==> src/rtl/iter_fft_ctrl.sv <==
// In-place radix-2 DIT FFT sequencer.
// Walks every stage of the transform and, for each butterfly, issues a read of
// the A/B operand pair plus the matching twiddle index. One cycle later it writes
// the butterfly results back to the same two addresses. A single bubble cycle
// between stages lets the last write of a stage land before the next stage reads.
module iter_fft_ctrl #(
    parameter int LOG2_POINTS = 4
) (
    input  logic                   i_clk,
    input  logic                   i_rst_n,
    input  logic                   i_start,
    output logic                   o_busy,
    output logic                   o_done,
    output logic                   o_rd_en,
    output logic [LOG2_POINTS-1:0] o_rd_addr_a,
    output logic [LOG2_POINTS-1:0] o_rd_addr_b,
    output logic [LOG2_POINTS-2:0] o_tw_addr,
    output logic                   o_wr_en,
    output logic [LOG2_POINTS-1:0] o_wr_addr_x,
    output logic [LOG2_POINTS-1:0] o_wr_addr_y,
    output logic [LOG2_POINTS-1:0] o_stage
);

    localparam int L = LOG2_POINTS;
    localparam logic [L-1:0] LAST_STAGE = L'(L - 1);

    typedef enum logic [1:0] {
        ST_IDLE  = 2'd0,
        ST_RUN   = 2'd1,
        ST_DRAIN = 2'd2,
        ST_DONE  = 2'd3
    } state_t;

    state_t         state_q, state_d;
    logic [L-1:0]   s_q, s_d;       // stage index
    logic [L-2:0]   k_q, k_d;       // butterfly index within the stage

    // Address generation for the current (s, k)
    logic [L-1:0]   half_span;
    logic [L-1:0]   span_mask;
    logic [L-1:0]   k_ext;
    logic [L-1:0]   s_plus1;
    logic [L-1:0]   base_a;
    logic [L-1:0]   addr_a;
    logic [L-1:0]   addr_b;
    logic [L-2:0]   tw_idx;

    // Read-side strobes, registered into the write side
    logic           rd_en;
    logic           wr_en_q;
    logic [L-1:0]   wr_addr_x_q;
    logic [L-1:0]   wr_addr_y_q;

    assign half_span = L'(1) << s_q;
    assign span_mask = half_span - L'(1);
    assign k_ext     = {1'b0, k_q};
    assign s_plus1   = s_q + L'(1);
    // Group number (k >> s) selects a block of 2h entries; j = k & (h-1) is the offset inside it.
    // In the last stage s+1 equals L and the shift clears the base, which is correct since k < P/2.
    assign base_a    = (k_ext >> s_q) << s_plus1;
    assign addr_a    = base_a | (k_ext & span_mask);
    assign addr_b    = addr_a + half_span;
    // j < 2^s, so j << (L-1-s) always fits in L-1 bits.
    assign tw_idx    = (k_q & span_mask[L-2:0]) << (LAST_STAGE - s_q);

    // State and loop counters
    always_ff @(posedge i_clk) begin
        if (!i_rst_n) begin
            state_q <= ST_IDLE;
            s_q     <= '0;
            k_q     <= '0;
        end else begin
            state_q <= state_d;
            s_q     <= s_d;
            k_q     <= k_d;
        end
    end

    // Next-state and counter sequencing
    always_comb begin
        state_d = state_q;
        s_d     = s_q;
        k_d     = k_q;
        case (state_q)
            ST_IDLE: begin
                if (i_start) begin
                    state_d = ST_RUN;
                    s_d     = '0;
                    k_d     = '0;
                end
            end
            ST_RUN: begin
                k_d = k_q + 1'b1;
                if (&k_q) begin
                    state_d = ST_DRAIN;
                end
            end
            ST_DRAIN: begin
                if (s_q == LAST_STAGE) begin
                    state_d = ST_DONE;
                end else begin
                    state_d = ST_RUN;
                    s_d     = s_q + L'(1);
                    k_d     = '0;
                end
            end
            ST_DONE: begin
                state_d = ST_IDLE;
                s_d     = '0;
                k_d     = '0;
            end
            default: begin
                state_d = ST_IDLE;
                s_d     = '0;
                k_d     = '0;
            end
        endcase
    end

    // Status and read-side outputs; addresses are held at zero outside RUN
    always_comb begin
        o_busy      = (state_q != ST_IDLE);
        o_done      = (state_q == ST_DONE);
        rd_en       = 1'b0;
        o_rd_addr_a = '0;
        o_rd_addr_b = '0;
        o_tw_addr   = '0;
        if (state_q == ST_RUN) begin
            rd_en       = 1'b1;
            o_rd_addr_a = addr_a;
            o_rd_addr_b = addr_b;
            o_tw_addr   = tw_idx;
        end
    end

    // Write side trails the read side by the one-cycle RAM/ROM latency
    always_ff @(posedge i_clk) begin
        if (!i_rst_n) begin
            wr_en_q     <= 1'b0;
            wr_addr_x_q <= '0;
            wr_addr_y_q <= '0;
        end else begin
            wr_en_q     <= rd_en;
            wr_addr_x_q <= o_rd_addr_a;
            wr_addr_y_q <= o_rd_addr_b;
        end
    end

    assign o_rd_en     = rd_en;
    assign o_wr_en     = wr_en_q;
    assign o_wr_addr_x = wr_addr_x_q;
    assign o_wr_addr_y = wr_addr_y_q;
    assign o_stage     = s_q;

endmodule

==> config.mk <==
export PLATFORM = sky130hd
export DESIGN_NAME = iter_fft_ctrl
export DESIGN_NICKNAME = d
export VERILOG_FILES = /design/src/rtl/iter_fft_ctrl.sv
export SDC_FILE = /design/constraint.sdc
export NUM_CORES = 1
export LEC_CHECK = 0
export BUFFER_PORTS_ARGS = -buffer_cell sky130_fd_sc_hd__buf_2
export CORE_AREA = 2 2 56 79
export DETAILED_ROUTE_END_ITERATION = 16
export DIE_AREA = 0 0 58 81
export SLEW_MARGIN = 20
export SYNTH_ARGS = -nofsm -noshare
export SYNTH_HDL_FRONTEND = slang
export SYNTH_SLANG_ARGS = --single-unit
==> constraint.sdc <==
create_clock -name i_clk -period 4 [get_ports i_clk]
set_clock_uncertainty 0.1 [all_clocks]
set_input_delay 0.8 -clock i_clk [delete_from_list [all_inputs] [get_ports i_clk]]
set_output_delay 0.8 -clock i_clk [all_outputs]
set_load 0.05 [all_outputs]
# Yosys cells after proc, flatten, opt, wreduce, memory -nomap -nowiden
# Cells that the tools add are included.
# totals
ff_bits	18
latch_bits	0
mem_bits_rw	0
romBits	0
output_inout_bits	27
n_memories	0
# classes
n_addsub	5
multipliers	0
n_div	0
order_cmp	0
eq_ne	7
shift	4
muxes	14
n_bitwise	3
reduce_logical	7
# ops
operator	n
4-bit two-way mux	4
3-bit case mux with 4 select lines	1
4-bit case mux with 3 select lines	1
3-bit two-way mux	3
2-bit case mux with 4 select lines	1
2-bit two-way mux	3
2-bit inequality test, second input constant	3
3-bit AND reduction	2
4-bit by 1-bit adder with 4-bit output, second input constant	1
4-bit adder	1
3-bit by 4-bit bitwise AND with 4-bit output	1
2-bit equality test, second input constant	2
4-bit by 2-bit equality test with 1-bit output, second input constant	1
4-bit OR	1
2-bit AND reduction	2
1-bit by 4-bit left shift with 4-bit output, first input constant	1
3-bit by 4-bit left shift with 3-bit output	1
4-bit by 4-bit left shift with 4-bit output	1
3-bit by 4-bit right shift with 4-bit output	1
2-bit by 4-bit subtractor with 4-bit output, first input constant	1
4-bit by 1-bit subtractor with 4-bit output, second input constant	1
3-bit by 1-bit adder with 3-bit output, second input constant	1
3-bit bitwise AND	1
3-bit nonzero test	1
other kinds (4)	4

# Logic depth before layout (Yosys ltp)
# Gate-level depths: netlist (run 1).
# depth
ltp_word	6
ltp_mapped	14
mapped_depth_nobuf	13

# Worst setup path before layout (run 1)
# OpenSTA, ideal clock, no wires.
# synth_path
path_kind	flip-flop to output port
start	register s_q[0], in the netlist o_stage[0]
end	output o_rd_addr_b[3]
arrival_time_ns	3.878
slack_ns	-0.778
stages_incl_launch_ff	14
path_buffers	1
path_cell_list	dfxtp_1 buf_2 nand2_1 nor3_1 inv_1 ha_1 xor2_1 a2bb2oi_1 inv_1 ha_1 a21oi_1 nand3_1 a211o_1 a21oi_1
# synth_between
elab_chain_cells	6
word_cells_on_any_way	9
classes_between	add/sub: 3; shift: 3; mux: 1; bitwise: 2
# synth_rtl
item	line	rtl
start: declaration	35	logic [L-1:0] s_q, s_d;
start signal: assignment	70	s_q <= '0;
start signal: assignment	74	s_q <= s_d;
parallel branches: the longest is 4 deep, another holds 4-bit by 1-bit adder with 4-bit output	--	
4-bit adder *	62	assign addr_b = addr_a + half_span;
4-bit two-way mux *	128	if (state_q == ST_RUN) begin
end: declaration	16	output logic [LOG2_POINTS-1:0] o_rd_addr_b,
# Every way passes the cells marked *.

# Worst setup path in the final report (run 1)
# Ends and elaborated chain as after synthesis.

==> results of run 1 <==
==> cell type report <==
cell class | instances | area share [%]
Sequential cell | 18 | 24.3
Multi-Input combinational cell | 104 | 50.2
Inverter | 12 | 3.00
Tap cell | 45 | 3.74
Timing Repair Buffer | 39 | 15.1
Clock buffer | 4 | 3.66
==> per-stage QoR <==
| step | area [sq um] | setup TNS (ns) | power, W | setup slack, ns |
|---|---|---|---|---|
| finish | 1500 | 0 | 0.000405 | 0.140 |
| global route | 1500 | -0.0538 | 0.000415 | -0.0538 |
| CTS | 1460 | 0 | 0.000403 | 0.0404 |
| detailed placement | 1390 | 0 | 0.000251 | 0.153 |
| global placement | 1390 | 0 | 0.000252 | 0.280 |
| floorplan | 1160 | -0.230 | 0.000236 | -0.230 |
==> critical path, cell delays in order (launching register included) <==
cell and delay, ns:
dfxtp_4 0.44, nand2_1 0.12, nor3_2 0.17, inv_1 0.07, ha_1 0.22, xor2_1 0.17, a2bb2oi_2 0.18, inv_1 0.06
ha_1 0.32, a21oi_2 0.17, nand3_1 0.11, a211o_1 0.33, a21oi_2 0.15, buf_6 0.18
==> cell families after synthesis <==
logic type | Yosys count | share of synthesized area, %
compound gates | 24 | 14.8
xor+xnor | 6 | 4.57
fa+ha+maj | 9 | 10.4
buf+inv | 19 | 6.85
flops | 18 | 31.3
mux | 3 | 2.61
simple gates | 62 | 29.5
==> registers in the layout (all words and copies together) (netlist names) <==
signal and cells:
o_wr_en 1, k_q 3, state_q 2, o_stage 4
o_wr_addr_y 4, o_wr_addr_x 4
==> metal layers <==
layer,vias up,share of wire [%]
met5,-,0
met4,0,2.0
met3,6,2.9
met2,26,53
met1,525,42
li1,563,-
==> report_power, final <==
part	switching (W)	leakage (nW)	total, W	internal (W)
combinational	0.0000436	0.555	0.0000639	0.0000203
clock	0.0000678	0.0288	0.000155	0.0000876
sequential	0.00000312	0.147	0.000186	0.000182
total	0.000114	0.731	0.000405	0.000290
==> cell usage after synthesis <==
| library cell | instances |
|---|---|
| a21o_1 | 2 |
| a211o_1 | 1 |
| nor2b_1 | 4 |
| and2_1 | 5 |
| o2bb2ai_1 | 1 |
| nand2b_1 | 3 |
| a22oi_1 | 3 |
| nand4bb_1 | 1 |
| buf_2 | 6 |
| xor2_1 | 3 |
| or3b_1 | 1 |
| and3_1 | 3 |
| o211ai_1 | 1 |
| and4b_1 | 1 |
| dfxtp_1 | 18 |
| clkbuf_1 | 1 |
| a32o_1 | 1 |
| nand2_1 | 8 |
| fa_1 | 1 |
| xnor2_1 | 3 |
| nand3_1 | 6 |
| nor2_1 | 19 |
| nor4_1 | 2 |
| nor4_2 | 1 |
| a21oi_1 | 7 |
| inv_1 | 11 |
| a2bb2oi_1 | 2 |
| nor3_1 | 3 |
| mux2i_1 | 3 |
| nor4b_1 | 1 |
| ha_1 | 8 |
| o22ai_1 | 3 |
| o32ai_1 | 1 |
| nor4b_2 | 1 |
| clkinv_1 | 1 |
| or2_2 | 2 |
| nor3b_1 | 1 |
| a41oi_1 | 2 |
==> worst min path at each step <==
| stage | slack [ns] | endpoint | startpoint |
|---|---|---|---|
| floorplan | 0.45 | k_q[1] | k_q[1] |
| global placement | 0.47 | o_stage[2] | o_stage[2] |
| detailed placement | 0.47 | o_stage[2] | o_stage[2] |
| CTS | 0.48 | o_stage[2] | o_stage[2] |
| global route | 0.52 | o_stage[2] | o_stage[2] |
| finish | 0.47 | o_stage[2] | o_stage[2] |
==> repair_timing <==
item / in CTS / in global routing
pin swaps: 0 / 1
gates resized for setup: 3 / 6
hold buffers: 0 / 0
setup endpoints to repair: 1 / 1
buffers inserted: 0 / 2
==> metrics.txt, run 1 <==
status=finished clean; largest net degree at the start of global routing=13; busiest grt layer=met2; fmax=259 MHz; # diodes=0; Clk Latency, worst-skew pair=0.26 ns; crit path from=o_stage[0]; Leak Pwr=about 0.73 nW; commonest non-fill, non-tap cells in the layout=buf_2, nor2_1, dfxtp_1; crit path max fanout=12; R2R cell count=12; IO Port Bufs=29; first-pass GRT wire length=between 4000 and 5000 microns; WS Path Type=reg2out; Worst Tran Pin Value=about 0.52 ns; fillcell total=436; chip width=58 microns; Max VDD drop=between 0.15 and 0.2 mV; Distinct cells, synth=38; antenna violations before repair=0; fin crit share=between 90% and 100%; synth top area cells=dfxtp_1, ha_1, nor2_1, inv_1, a21oi_1; hold depth=2; Final Hold Vio Count=0; fin nets=between 150 and 200; DRC=0; syn avg cell area=8.16 sq um; Via density=5.05; Min Hold Slack=0.475 ns; Pre-antenna DRT Iters=4; Num Clock Sinks=18; Post-Syn Nets=roughly 150; Synth Instances=141; post-route ant nets=0; Hold Path Class=reg2reg; clock tree buffer depth=2; row cnt=28; grt ovf=0; commonest non-fill, non-tap cell in the layout=buf_2; r2r setup slk=1.33 ns; share of Yosys cell area claimed by the top area cell type=31.3%; Die ar.=4700 sq um; met2 usage=23.0%; Initial Utilization=28.3%; Critical R2R Launch=o_stage[0]; Storage cell area=365 sq um; FF-to-FF End=o_wr_addr_y[3]; Synth Register Bits=18; fraction of layout cells with a size suffix above 1=31.6%; Ports=30; post-layout minimum cycle time=3.86 ns; Finished Core Util=37.0%; routability cong.=0.861; CTS tree=yes; vias=1120; Detailed Route WL=between 2000 and 3000 microns; Synth area leader=dfxtp_1; clock root cell=clkbuf_8; met3 usage=2.39%; met1 Use GR=14.7%; vias in the first global route=1037; mapped cell area=1150 sq um; Finished Layout Cells=222; GRT Overall Usage=a little over an eighth; WL/cell=about 13 microns; Pins Over Slew Limit=0; critical path capture point=o_rd_addr_b[3]; DP Wirelength=~2300 microns; crit path DAT=2.96 ns; Multi-input gate area=756 sq um; Clock Pin Slew Worst Setup and Hold Paths=0.08 ns; sequential area share after synthesis=a little under a third; # H-tree levels=1; yosys warns=0; core area=4060 sq um; CP endpoint kind=output port; crit start category=flop; relative slew slack=65.5%; pwr dens=269 nW/um^2; initial DRC count=15; Num CTS Buffers=3; # setup viols final=0; Max-Cap Viols=0; synth-to-layout area growth=30.7%; Worst EP required=3.10 ns; placed cells=216; die span in y=81 microns
Power figures use the tool's default switching activity.
==> run 2: changes to the inputs <==
--- a/config.mk
+++ b/config.mk
@@ -9,6 +9,7 @@
 export CORE_AREA = 2 2 56 79
 export DETAILED_ROUTE_END_ITERATION = 16
 export DIE_AREA = 0 0 58 81
+export GPL_TIMING_DRIVEN = 0
 export SLEW_MARGIN = 20
 export SYNTH_ARGS = -nofsm -noshare
 export SYNTH_HDL_FRONTEND = slang
==> run 2 against run 1 <==
  * Utilization rose by 1.2 points
  * Cell area is 3.2% higher
  * Total power decreased by 0.63%
  * Clock power about the same
  * Setup slack got worse by 0.032 ns
  * Sequential share of layout area decreased by 0.68 points
  * Die area did not move
  * Worst hold slack better by 0.043 ns
==> metrics.txt, run 2 (synthesis results as in run 1) <==
Max VDD drop=0.140 mV (-6.9%); DP Wirelength=2110 microns (-8.5%); CP bufs+invs=4 (+1); # setup viols final=0 (unchanged); commonest non-fill, non-tap cells in the layout=buf_2, nor2_1, dfxtp_1; switch share=27.9% (-0.39 points); status=finished clean; Hold Path End=k_q[1]; Power, Total=0.000402 W (-0.63%); relative slew slack=67.9% (+2.4 points); setup total negative slack=0 ns (unchanged); RSZ-0062 raised after global routing=no; Final Cell Area=1550 sq um (+3.2%); Finished Layout Cells=225 (+1.4%); Ports=30 (unchanged); fin crit share=97.3% (+0.81 points); Hold Path Class=reg2reg; Initial Utilization=28.3% (unchanged); Gate power share=15.4% (-0.4 points); die span in y=81 microns (unchanged); Max-Cap Viols=0 (unchanged); routability cong.=0.828 (-3.8%); Detailed Route WL=2850 microns (-4.3%); Int Pwr=0.000290 W (about the same); Via density=5.11 (+1.2%); delay-heaviest family, CP=compound AO/OA/AOI/OAI gates; antenna violations before repair=0 (unchanged); FF-to-FF End=o_wr_addr_y[3]; Leak Pwr=0.733 nW (+0.22%); fraction of layout cells with a size suffix above 1=36.1% (+4.5 points); DRC=0 (unchanged); Worst EP required=3.10 ns (about the same); Clk Latency, worst-skew pair=0.26 ns (about the same); Num CTS Buffers=3 (unchanged); placed cells=215 (-0.46%); Clock Pin Slew Worst Setup and Hold Paths=0.07 ns (about the same); clock tree buffer depth=2 (unchanged); Num Clock Sinks=18 (unchanged); Pins Over Slew Limit=0 (unchanged); pwr dens=259 nW/um^2 (-3.7%); startpoint of the worst hold path=k_q[1]; chip width=58 microns (unchanged); crit path DAT=2.99 ns (+0.03 ns); WL/cell=12.7 microns (-5.6%); Die ar.=4700 sq um (unchanged); hold depth=2 (unchanged); initial DRC count=24 (+9); vias in the first global route=1027 (-0.96%); core area=4060 sq um (unchanged); vias=1149 (+2.6%); Seq pwr share=46.5% (+0.7 points); Worst Tran Pin Value=0.480 ns (-0.0372 ns); grt ovf=0 (unchanged); R2R cell count=12 (unchanged); post-layout minimum cycle time=3.89 ns (+0.0323 ns); first-pass GRT wire length=4570 microns (-3.2%); Psw=0.000112 W (-2.0%); WS Path Type=reg2out; CP endpoint kind=output port; Min Hold Slack=0.518 ns (+0.0434 ns); crit start category=flop; Clock power frac=38.1% (-0.3 points); row cnt=28 (unchanged); Post-DP Area=1370 sq um (-1.9%); # H-tree levels=1 (unchanged); commonest non-fill, non-tap cell in the layout=buf_2; fmax=257 MHz (-0.83%); Slowest-stage cell, CP=dfxtp_4; fin nets=193 (+1.6%); GRT Overall Usage=12.9% (-0.16 points); largest net degree at the start of global routing=11 (-2); Critical R2R Launch=o_stage[0]; CTS tree=yes; IO Port Bufs=29 (unchanged); Final Hold Vio Count=0 (unchanged); synth-to-layout area growth=34.9%; crit path max fanout=5 (-7); clock root cell=clkbuf_8; fillcell total=447 (+2.5%); Pre-antenna DRT Iters=4 (unchanged); r2r setup slk=1.28 ns (-0.05 ns); # diodes=0 (unchanged); sequence of cells on the critical path=buf_4, nor4_4, inv_1, ha_2, nor2b_2, a41oi_2, inv_2, ha_1, nand3_1, a21o_1, a211o_1, a21oi_2, buf_6; Max stage delay on crit path=0.37 ns (-0.07 ns); post-route ant nets=0 (unchanged)
-- run 2: changes by cell type in the layout (fill, tap and decap cells not counted), sizes merged --
cell	change
buf	+1
clkbuf	+2
-- run 2: repair_timing --
item / 4_1_cts / 5_1_grt
cloned: 0 / 0
pin swaps: 3 / 5
resized for setup: 13 / 11
endpoints found under the hold margin: 0 / 0
hold buffers: 0 / 0
endpoints found under the setup margin: 3 / 1
setup buffers: 4 / 2
-- run 2: metrics by stage --
| step | setup slack, ns | util [%] |
|---|---|---|
| 3_5_place_dp | -0.318 | 33.6 |
| 6_report | 0.108 | 38.2 |
| 2_1_floorplan | -0.230 | - |
| 3_3_place_gp | -0.316 | 33.6 |
| 5_1_grt | 0.00327 | 38.2 |
| 4_1_cts | 0.0342 | 37.3 |
-- run 2: worst max-delay path by stage --
stage | end | cells past startpoint | startpoint
floorplan | o_rd_addr_b[3] | 13 | o_stage[0]
global placement | o_rd_addr_b[3] | 14 | o_stage[0]
detailed placement | o_rd_addr_b[3] | 14 | o_stage[0]
CTS | o_rd_addr_b[3] | 15 | o_stage[2]
global route | o_rd_addr_b[3] | 13 | o_stage[1]
finish | o_rd_addr_b[3] | 13 | o_stage[0]
-- run 2: worst reg2reg max path: cells and delay by family, from the launching register on --
kind	cells	cell delay [ns]
adders and majority gates	2	0.60
AOI/OAI and AO/OA	4	0.89
buffers and inverters	3	0.31
and+or+nand+nor	3	0.38
DFF	1	0.37
-- run 2: power by group through the flow --
stage | Clock [W] | Combinational, W | Sequential (W)
after floorplan | 0 | 0.0000395 | 0.000197
after global placement | 0 | 0.0000582 | 0.000192
after detailed placement | 0 | 0.0000586 | 0.000192
after CTS | 0.000158 | 0.0000621 | 0.000187
after global routing | 0.000164 | 0.0000672 | 0.000188
final | 0.000153 | 0.0000619 | 0.000187
-- run 2: area by class of cell --
cell class | instances | area [sq um] | share of cell area (%)
multi-input cells | 104 | 782 | 50.4
well taps | 45 | 56.3 | 3.63
clock buffers | 4 | 55.1 | 3.55
repair buffers | 35 | 196 | 12.7
flip-flops and latches | 18 | 367 | 23.6
plain buffers | 7 | 48.8 | 3.14
inverters | 12 | 47.5 | 3.06
-- run 2: routing by layer --
layer  up-vias  GRT usage (%)  routed length [microns]
met4         0           6.98                       87
met1       527           13.1                     1080
li1        570              -                        -
met3         8           2.39                      169
met2        44           24.2                     1510
met5         -              0                        0
